===== config.mk =====
export PLATFORM = sky130hd
export DESIGN_NAME = mc_ctrl_flat
export DESIGN_NICKNAME = d
export VERILOG_FILES = /design/src/rtl/mc_ctrl_pkg.sv /design/src/rtl/mc_ctrl_if.sv /design/src/rtl/mc_ctrl_alu_dec.sv /design/src/rtl/mc_ctrl.sv /design/src/flat_wrapper.sv
export SDC_FILE = /design/constraint.sdc
export NUM_CORES = 1
export LEC_CHECK = 0
export BUFFER_PORTS_ARGS = -buffer_cell sky130_fd_sc_hd__buf_2
export CAP_MARGIN = 40
export CORE_AREA = 3 3 63 65
export CTS_BUF_LIST = sky130_fd_sc_hd__clkbuf_8
export DETAILED_ROUTE_END_ITERATION = 6
export DIE_AREA = 0 0 66 68
export PLACE_DENSITY_LB_ADDON = 0.25
export SLEW_MARGIN = 20
export SYNTH_ARGS = -nofsm -noshare
export SYNTH_HDL_FRONTEND = slang
export SYNTH_SLANG_ARGS = --single-unit

===== constraint.sdc =====
create_clock -name clk -period 3.5 [get_ports clk]
set_clock_uncertainty 0.2 [all_clocks]
set_input_delay 0.35 -clock clk [delete_from_list [all_inputs] [get_ports clk]]
set_output_delay 0.35 -clock clk [all_outputs]
set_load 0.02 [all_outputs]

===== src/rtl/mc_ctrl_pkg.sv =====
// Shared encodings for the multi-cycle MIPS controller: opcodes, funct codes,
// ALU operation codes, FSM states and the bundled control-output word.
package mc_ctrl_pkg;

  localparam int OP_W    = 6;
  localparam int ALUOP_W = 5;

  typedef logic [OP_W-1:0]    op_t;
  typedef logic [ALUOP_W-1:0] aluop_t;

  localparam aluop_t ALU_NOP  = 5'd0;
  localparam aluop_t ALU_ADD  = 5'd1;
  localparam aluop_t ALU_ADDU = 5'd2;
  localparam aluop_t ALU_SUB  = 5'd3;
  localparam aluop_t ALU_SUBU = 5'd4;
  localparam aluop_t ALU_AND  = 5'd5;
  localparam aluop_t ALU_OR   = 5'd6;
  localparam aluop_t ALU_NOR  = 5'd7;
  localparam aluop_t ALU_XOR  = 5'd8;
  localparam aluop_t ALU_SLT  = 5'd9;
  localparam aluop_t ALU_SLTU = 5'd10;
  localparam aluop_t ALU_SLL  = 5'd11;
  localparam aluop_t ALU_SRL  = 5'd12;
  localparam aluop_t ALU_SRA  = 5'd13;
  localparam aluop_t ALU_SLLV = 5'd14;
  localparam aluop_t ALU_SRLV = 5'd15;
  localparam aluop_t ALU_SRAV = 5'd16;

  localparam op_t OP_RTYPE = 6'h00;
  localparam op_t OP_J     = 6'h02;
  localparam op_t OP_JAL   = 6'h03;
  localparam op_t OP_BEQ   = 6'h04;
  localparam op_t OP_BNE   = 6'h05;
  localparam op_t OP_ADDI  = 6'h08;
  localparam op_t OP_ADDIU = 6'h09;
  localparam op_t OP_SLTI  = 6'h0A;
  localparam op_t OP_ANDI  = 6'h0C;
  localparam op_t OP_ORI   = 6'h0D;
  localparam op_t OP_XORI  = 6'h0E;
  localparam op_t OP_LW    = 6'h23;
  localparam op_t OP_SW    = 6'h2B;

  localparam op_t F_SLL  = 6'h00;
  localparam op_t F_SRL  = 6'h02;
  localparam op_t F_SRA  = 6'h03;
  localparam op_t F_SLLV = 6'h04;
  localparam op_t F_SRLV = 6'h06;
  localparam op_t F_SRAV = 6'h07;
  localparam op_t F_ADD  = 6'h20;
  localparam op_t F_ADDU = 6'h21;
  localparam op_t F_SUB  = 6'h22;
  localparam op_t F_SUBU = 6'h23;
  localparam op_t F_AND  = 6'h24;
  localparam op_t F_OR   = 6'h25;
  localparam op_t F_XOR  = 6'h26;
  localparam op_t F_NOR  = 6'h27;
  localparam op_t F_SLT  = 6'h2A;
  localparam op_t F_SLTU = 6'h2B;

  typedef enum logic [3:0] {
    S_IF, S_ID, S_EXR, S_EXI, S_WB, S_MA, S_MR, S_WM, S_MW, S_BR, S_JMP
  } state_t;

  typedef enum logic [1:0] {PC_ALU = 2'd0, PC_ALUOUT = 2'd1, PC_JUMP = 2'd2} pc_src_e;
  typedef enum logic [1:0] {RD_RT = 2'd0, RD_RD = 2'd1, RD_R31 = 2'd2} reg_dst_e;
  typedef enum logic [1:0] {WD_ALUOUT = 2'd0, WD_MDR = 2'd1, WD_PC = 2'd2} wd_sel_e;
  typedef enum logic [1:0] {SRCA_PC = 2'd0, SRCA_REG = 2'd1, SRCA_SHAMT = 2'd2} srca_e;
  typedef enum logic [1:0] {
    SRCB_REG = 2'd0, SRCB_FOUR = 2'd1, SRCB_IMM = 2'd2, SRCB_IMM_SH = 2'd3
  } srcb_e;

  typedef struct packed {
    logic     pc_write;
    pc_src_e  pc_src;
    logic     iord;
    logic     mem_read;
    logic     mem_write;
    logic     ir_write;
    logic     reg_write;
    reg_dst_e reg_dst;
    wd_sel_e  wd_sel;
    srca_e    alu_srca;
    srcb_e    alu_srcb;
    logic     ext_op;
    aluop_t   alu_op;
    logic     illegal;
  } ctrl_t;

endpackage


===== src/rtl/mc_ctrl_if.sv =====
// Controller <-> datapath bundle: IR fields and status in, control word out.
interface mc_ctrl_if;
  import mc_ctrl_pkg::*;

  op_t   op;
  op_t   funct;
  logic  zero;
  logic  mem_rdy;
  ctrl_t ctl;

  modport master (input op, funct, zero, mem_rdy, output ctl);
  modport slave  (output op, funct, zero, mem_rdy, input ctl);
endinterface


===== src/rtl/mc_ctrl_alu_dec.sv =====
// ALU decode for R-type funct and I-type ALU opcodes; shared by EXR and EXI.
module mc_alu_dec
  import mc_ctrl_pkg::*;
(
  input  op_t    op,
  input  op_t    funct,
  output aluop_t alu_op,
  output logic   shamt_sel,
  output logic   zext,
  output logic   valid
);

  // NOTE: every output gets a default before the case so no path leaves a latch.
  always_comb begin
    alu_op    = ALU_NOP;
    shamt_sel = 1'b0;
    zext      = 1'b0;
    valid     = 1'b1;
    if (op == OP_RTYPE) begin
      case (funct)
        F_ADD:  alu_op = ALU_ADD;
        F_ADDU: alu_op = ALU_ADDU;
        F_SUB:  alu_op = ALU_SUB;
        F_SUBU: alu_op = ALU_SUBU;
        F_AND:  alu_op = ALU_AND;
        F_OR:   alu_op = ALU_OR;
        F_NOR:  alu_op = ALU_NOR;
        F_XOR:  alu_op = ALU_XOR;
        F_SLT:  alu_op = ALU_SLT;
        F_SLTU: alu_op = ALU_SLTU;
        F_SLLV: alu_op = ALU_SLLV;
        F_SRLV: alu_op = ALU_SRLV;
        F_SRAV: alu_op = ALU_SRAV;
        F_SLL:  begin alu_op = ALU_SLL; shamt_sel = 1'b1; end
        F_SRL:  begin alu_op = ALU_SRL; shamt_sel = 1'b1; end
        F_SRA:  begin alu_op = ALU_SRA; shamt_sel = 1'b1; end
        default: valid = 1'b0;
      endcase
    end else begin
      case (op)
        OP_ADDI:  alu_op = ALU_ADD;
        OP_ADDIU: alu_op = ALU_ADDU;
        OP_SLTI:  alu_op = ALU_SLT;
        OP_ANDI:  begin alu_op = ALU_AND; zext = 1'b1; end
        OP_ORI:   begin alu_op = ALU_OR;  zext = 1'b1; end
        OP_XORI:  begin alu_op = ALU_XOR; zext = 1'b1; end
        default:  valid = 1'b0;
      endcase
    end
  end

endmodule


===== src/rtl/mc_ctrl.sv =====
// Multi-cycle MIPS control FSM: sequences fetch, decode, execute, memory and
// write-back for one instruction at a time over a shared ALU and memory port.
module mc_ctrl
  import mc_ctrl_pkg::*;
(
  input  logic       clk,
  input  logic       rst,
  mc_ctrl_if.master  bus
);

  state_t state, state_nxt;
  logic   from_r;
  ctrl_t  c;
  aluop_t dec_alu_op;
  logic   dec_shamt, dec_zext, dec_valid;

  mc_alu_dec u_dec (
    .op        (bus.op),
    .funct     (bus.funct),
    .alu_op    (dec_alu_op),
    .shamt_sel (dec_shamt),
    .zext      (dec_zext),
    .valid     (dec_valid)
  );

  // NOTE: state registers use non-blocking assignments so every flop samples pre-edge values.
  always_ff @(posedge clk or posedge rst) begin
    if (rst) begin
      state  <= S_IF;
      from_r <= 1'b0;
    end else begin
      state <= state_nxt;
      if (state == S_EXR)      from_r <= 1'b1;
      else if (state == S_EXI) from_r <= 1'b0;
    end
  end

  always_comb begin
    c         = '0;
    c.alu_op  = ALU_NOP;
    state_nxt = state;
    unique case (state)
      S_IF: begin
        c.mem_read = 1'b1;
        c.alu_srcb = SRCB_FOUR;
        c.alu_op   = ALU_ADDU;
        if (bus.mem_rdy) begin
          c.ir_write = 1'b1;
          c.pc_write = 1'b1;
          state_nxt  = S_ID;
        end
      end
      S_ID: begin
        c.alu_srcb = SRCB_IMM_SH;
        c.ext_op   = 1'b1;
        c.alu_op   = ALU_ADDU;
        if (dec_valid)                             state_nxt = (bus.op == OP_RTYPE) ? S_EXR : S_EXI;
        else if (bus.op == OP_LW || bus.op == OP_SW)  state_nxt = S_MA;
        else if (bus.op == OP_BEQ || bus.op == OP_BNE) state_nxt = S_BR;
        else if (bus.op == OP_J || bus.op == OP_JAL)  state_nxt = S_JMP;
        else begin
          c.illegal = 1'b1;
          state_nxt = S_IF;
        end
      end
      S_EXR: begin
        c.alu_srca = dec_shamt ? SRCA_SHAMT : SRCA_REG;
        c.alu_srcb = SRCB_REG;
        c.alu_op   = dec_alu_op;
        state_nxt  = S_WB;
      end
      S_EXI: begin
        c.alu_srca = SRCA_REG;
        c.alu_srcb = SRCB_IMM;
        c.ext_op   = ~dec_zext;
        c.alu_op   = dec_alu_op;
        state_nxt  = S_WB;
      end
      S_WB: begin
        c.reg_write = 1'b1;
        c.reg_dst   = from_r ? RD_RD : RD_RT;
        state_nxt   = S_IF;
      end
      S_MA: begin
        c.alu_srca = SRCA_REG;
        c.alu_srcb = SRCB_IMM;
        c.ext_op   = 1'b1;
        c.alu_op   = ALU_ADD;
        state_nxt  = (bus.op == OP_LW) ? S_MR : S_MW;
      end
      S_MR: begin
        c.iord     = 1'b1;
        c.mem_read = 1'b1;
        if (bus.mem_rdy) state_nxt = S_WM;
      end
      S_WM: begin
        c.reg_write = 1'b1;
        c.wd_sel    = WD_MDR;
        state_nxt   = S_IF;
      end
      S_MW: begin
        c.iord      = 1'b1;
        c.mem_write = 1'b1;
        if (bus.mem_rdy) state_nxt = S_IF;
      end
      S_BR: begin
        c.alu_srca = SRCA_REG;
        c.alu_srcb = SRCB_REG;
        c.alu_op   = ALU_SUB;
        c.pc_src   = PC_ALUOUT;
        c.pc_write = ((bus.op == OP_BEQ) && bus.zero) || ((bus.op == OP_BNE) && !bus.zero);
        state_nxt  = S_IF;
      end
      S_JMP: begin
        c.pc_write = 1'b1;
        c.pc_src   = PC_JUMP;
        if (bus.op == OP_JAL) begin
          c.reg_write = 1'b1;
          c.reg_dst   = RD_R31;
          c.wd_sel    = WD_PC;
        end
        state_nxt = S_IF;
      end
      default: state_nxt = S_IF;
    endcase
    // Nothing may be issued while reset is held, even though state already reads IF.
    if (rst) begin
      c        = '0;
      c.alu_op = ALU_NOP;
    end
  end

  assign bus.ctl = c;

endmodule


===== src/flat_wrapper.sv =====
// flat-port wrapper written by rule: the top's interface ports become plain ports
module mc_ctrl_flat import mc_ctrl_pkg::*;
  (clk, rst, bus_op, bus_funct, bus_zero, bus_mem_rdy, bus_ctl);
  mc_ctrl_if bus_i ();
  input  logic clk;
  input  logic rst;
  input wire logic [$bits(bus_i.op)-1:0] bus_op;
  input wire logic [$bits(bus_i.funct)-1:0] bus_funct;
  input wire logic [$bits(bus_i.zero)-1:0] bus_zero;
  input wire logic [$bits(bus_i.mem_rdy)-1:0] bus_mem_rdy;
  output wire logic [$bits(bus_i.ctl)-1:0] bus_ctl;
  assign bus_i.op = bus_op;
  assign bus_i.funct = bus_funct;
  assign bus_i.zero = bus_zero;
  assign bus_i.mem_rdy = bus_mem_rdy;
  assign bus_ctl = bus_i.ctl;
  mc_ctrl u_core (.clk(clk), .rst(rst), .bus(bus_i));
endmodule

======== Yosys cells after proc, flatten, opt, wreduce, memory -nomap -nowiden ========
Cells that the tools add are included.
storage, ports and cells
  bits of input ports ..................... 16
  word-level logic and storage cells ...... 112
  flip-flop bits (word level) ............. 5
  output and inout bits ................... 23
cells by class
  eq/ne operators ......................... 40
  bitwise logic cells ..................... 1
  reduce and logical (&&, ||, !) cells .... 24
  multiplexer cells ....................... 45
operators with widths
  operator                                                          count
  5-bit one-hot mux with 16 select lines                            1
  6-bit == test (second input constant)                             12
  4-bit one-hot mux with 6 select lines                             2
  6-bit by 4-bit == test with 1-bit output (second input constant)  6
  4-bit 2-to-1 mux                                                  8
  6-bit by 3-bit == test with 1-bit output (second input constant)  5
  6-bit by 2-bit == test with 1-bit output (second input constant)  4
  23-bit 2-to-1 mux                                                 1
  1-bit 2-to-1 mux                                                  21
  5-bit one-hot mux with 4 select lines                             1
  4-bit by 3-bit == test with 1-bit output (second input constant)  4
  2-bit one-hot mux with 2 select lines                             4
  16-bit OR reduction                                               1
  2-bit OR reduction                                                7
  4-bit == test (second input constant)                             3
  6-bit logical NOT                                                 2
  5-bit 2-to-1 mux                                                  2
  3-bit OR reduction                                                3
  4-bit by 2-bit == test with 1-bit output (second input constant)  2
  2-bit inequality test (second input constant)                     3
  2-bit one-hot mux with 3 select lines                             1
  6-bit OR reduction                                                1
  4-bit by 1-bit == test with 1-bit output (second input constant)  1
  4-bit logical NOT                                                 1
  other kinds (9)                                                   14

======== Longest topological paths before layout ========
  word-level depth ........................ 8
  depth in mapped cells ................... 6
  gate-level depth less buffers ........... 5

======== Cells and area by module ========
From an unflattened synthesis, not the netlist that was laid out.
second synthesis, totals
  cells, all modules ...................... 152
  area total of the unflattened synthesis .. 998.5 um2
modules (own cells, without submodules)
  module      cells each  seq. area each (um2)  instances  area each (um2)
  mc_ctrl     97          125.1                 1          679.4
  mc_alu_dec  55          0.0                   1          319.1

======== Worst setup path after synthesis ========
No wires, ideal clock.
  kind .................................... in2out
  start point ............................. in bus_op[0]
  end point ............................... out bus_ctl[1]
  setup slack ............................. 1.066 ns
  cell stages on the path ................. 6
  arrival time ............................ 1.884 ns
  buffers on the path ..................... 1
  cell sequence ........................... buf_6 > or4_4 > nor2_4 > o211a_1 > a221oi_1 > nor3_1
between the ends
  longest elaborated chain between the ends .. 5
ends and longest elaborated chain
  item                                      RTL line               text
  start: declaration                        flat_wrapper.sv:7      input wire logic [$bits(bus_i.op)-1:0] bus_op;
  6-bit by 4-bit == test with 1-bit output  mc_ctrl_alu_dec.sv:40  case (op)
  4-bit one-hot mux with 6 select lines     mc_ctrl_alu_dec.sv:40
  5-bit 2-to-1 mux *                        mc_ctrl_alu_dec.sv:19  if (op == OP_RTYPE) begin
  5-bit one-hot mux with 4 select lines *   mc_ctrl.sv:42          unique case (state)
  23-bit 2-to-1 mux *                       mc_ctrl.sv:127         if (rst) begin
  end: declaration                          flat_wrapper.sv:11     output wire logic [$bits(bus_i.ctl)-1:0] bus_ctl;
Every way passes the cells marked *; elsewhere a longest branch is shown, timed or not.

======== Worst setup path in the final report ========
  start point ............................. in rst
  end point ............................... out bus_ctl[22]
between the ends
  longest elaborated chain between the ends .. 1
ends and longest elaborated chain
  item                RTL line           text
  start: declaration  flat_wrapper.sv:6  input logic rst;
  23-bit 2-to-1 mux   mc_ctrl.sv:127
Every way passes these cells.

==> metrics.md <==
| Metric | Value |
|---|---|
| Pwr Density | `286 nW/um^2` |
| Fillers | `385` |
| Total Routing Usage GR | `0.131` |
| RR Endpoint | `u_core.state[0]` |
| Gr ovfl total | `0` |
| Startpoint types | `input port` |
| Async SR Flop Fraction | `1.00` |
| Vias per std cell | `around 5.2` |
| FMAX | `351 MHz` |
| Max clock buf depth | `2` |
| EDFF count, synth | `0` |
| Slew Limit Fails | `0` |
| Die H | `about 70 um` |
| Count of cell types in the netlist | `50` |
| Worst Hold Launch | `bus_mem_rdy` |
| CP required | `roughly 3000 ps` |
| Post-synthesis sequential area ratio | `0.124` |
| RSZ-0062 raised after global routing | `false` |
| Area grow syn2layout | `18.8%` |
| Status | `complete, no violations` |
| Synth Instances | `around 150` |
| IO Port Bufs | `38` |
| First-pass GRT wire length | `4.71 mm` |
| Final hold violation count | `0` |
| Seq. cell area | `125 sq um` |
| Worst-case vdd ir drop | `0.000264 V` |
| DP Wirelength | `~2.4 mm` |
| Final Cell Area | `1200 sq um` |
| Combinational Power Share | `0.443` |
| Clock share of power | `0.306` |
| DRC viols | `0` |
| Worst slew pin tran | `roughly 550 ps` |
| Hold crit path type | `in -> reg` |
| Share of layout cells above drive strength 1 | `0.292` |
| Largest net degree at the start of global routing | `19` |
| Final nets | `approximately 200` |
| Routed Antenna Nets | `0` |
| Clk slew on worst S/H paths | `approximately 40 ps` |
| Static Leakage | `between 0.5 and 0.6 nW` |
| Post_cts resized | `0` |
| Yosys top cell by area | `dfrtp_1` |
| Main synth FF type | `dfrtp_1` |
| Arrival time at the worst endpoint | `around 2300 ps` |
| Fin crit period | `2850 ps` |
| Overall Power | `approximately 0.34 mW` |
| Routed WL | `just over 3 mm` |
| CORE AREA | `3390 sq um` |
| Fin Setup TNS | `0 ps` |
| Pre-CTS WS | `between 1000 and 1500 ps` |
| Reg power frac | `0.251` |
| CTS buffer count | `3` |
| Area of the multi-input gates | `approximately 730 sq um` |
| Num ports | `39` |
| Reg2reg start | `u_core.state[1]` |
| Final std cells w/o fill | `between 200 and 250` |
| CP Launch Point | `rst` |
| Number of global-route vias before repair | `between 1k and 1.5k` |
| Hold depth | `2` |
| Post-layout util | `0.354` |
| Clock sink total | `5` |
| ANT cells | `0` |
| CTS H-tree depth | `1` |
| Synth top area cells | `dfrtp_1 12%, nor2_1 7.1%, nand2_1 6.3%` |
| Mapped Area | `about 1000 sq um` |
| Crit path setup slack, layout | `between 600 and 700 ps` |
| Setup CP Type | `in -> out` |
| CTS tree | `built` |
| Int Power | `between 0.2 and 0.25 mW` |
| Yosys warns | `0` |
| Setup-failing EPs final | `0` |
| Seq cells post-synth | `5` |
| Yosys top cell area share | `0.124` |
| Period utilization | `0.815` |
| Hold endpoint | `u_core.state[0]` |
| Reg2reg path depth | `4` |
| Wirelength per Cell | `13.6 um` |
| Commonest cells after routing, fill and taps aside | `38 x buf_2, 19 x nor2_1, 17 x nand2_1` |
| Inst Count DP | `about 220` |
| Syn_area_per_cell | `6.83 sq um` |
| Area after DPL | `around 1100 sq um` |
| Reg-to-reg slack, setup | `1770 ps` |
| Die Span X | `roughly 66 um` |
| Vias | `roughly 1.2k` |
| Switching Share | `0.414` |
| Clock Latency Late Sink | `about 220 ps` |
| Max-cap viol count | `0` |
| Minimum hold slack | `~220 ps` |
| Root buf cell | `clkbuf_8` |
| Worst Path Max Fanout | `10` |
| Syn_nets | `around 160` |
| Initial antenna violation count | `0` |
| Row count | `21` |
| Commonest non-fill, non-tap cell in the layout | `buf_2` |
| DR iter-0 viols | `roughly 130` |
| Max-slew headroom | `0.636` |
| First drt pass iteration count | `4` |
| Crit end category | `primary output` |
| Gpl congestion | `0.829` |
| Net Switching | `0.142 mW` |
| Initial Util | `0.298` |
| Full die area | `4490 sq um` |
registers in the layout, summed over array words and instances (netlist names):
name and flops:
u_core.state 4, u_core.from_r 1
timing repair:
item / CTS / global route
buffers inserted: 0 / 0
hold endpoints to repair: 5 / 0
hold buffers: 1 / 0
cells by family after synthesis:
group / share of synthesized area
buffers and inverters: 0.152
DFF: 0.124
muxes: 0.00990
xor gates and xnor gates: 0.0347
AOI/OAI and AO/OA: 0.281
and+or+nand+nor: 0.399
synth_stat cells (2+ instances only):
cell type / number
nand2_1: 17
nor2_1: 19
dfrtp_1: 5
o22ai_1: 5
nor3_1: 6
a31oi_1: 2
or2_2: 2
nor3b_1: 2
a311oi_1: 2
buf_6: 4
and3_1: 2
nor2b_1: 4
nand2b_1: 5
nand3_1: 2
buf_4: 2
clkbuf_1: 5
nor4_1: 5
a32oi_1: 2
clkbuf_8: 3
inv_1: 9
xnor2_1: 3
a21oi_1: 12
nand4_1: 2
o21ai_0: 2
critical path: stages:
cell	delay, ps
dlygate4sd3_1	530
buf_2	150
inv_1	270
nand4_1	240
o41ai_1	510
buf_2	250
power groups by stage:
stage / clock [mW] / sequential (mW) / combinational, mW
after detailed placement: 0 / 0.0868 / 0.150
after global placement: 0 / 0.0871 / 0.153
after floorplan: 0 / 0.0743 / 0.128
after CTS: 0.107 / 0.0859 / 0.152
final: 0.105 / 0.0862 / 0.152
after global routing: 0.112 / 0.0893 / 0.168
final cells by class:
class	count	share of cell area
inverters	9	0.0281
flip-flops and latches	5	0.104
clock buffers	3	0.0344
multi-input cells	120	0.609
well taps	46	0.0479
clock inverters	1	0.00313
repair buffers	40	0.173
worst max-delay path by stage:
stage | to | slack [ps] | depth (start not counted)
finish | bus_ctl[22] | 650 | 6
global route | bus_ctl[22] | 560 | 6
CTS | bus_ctl[22] | 620 | 6
detailed placement | bus_ctl[2] | 1070 | 7
global placement | bus_ctl[1] | 1080 | 7
floorplan | bus_ctl[1] | 1070 | 6
routing by layer:
| layer | vias to the layer above | share of wire | global-route usage | wire [um] |
|---|---|---|---|---|
| met5 | - | 0 | 0 | 0 |
| met4 | 0 | 0.0046 | 0.0152 | 14 |
| met3 | 2 | 0.071 | 0.0279 | 216 |
| met2 | 48 | 0.49 | 0.228 | 1480 |
| met1 | 524 | 0.44 | 0.171 | 1330 |
| li1 | 594 | - | - | - |
(Power assumes the default switching activity.)
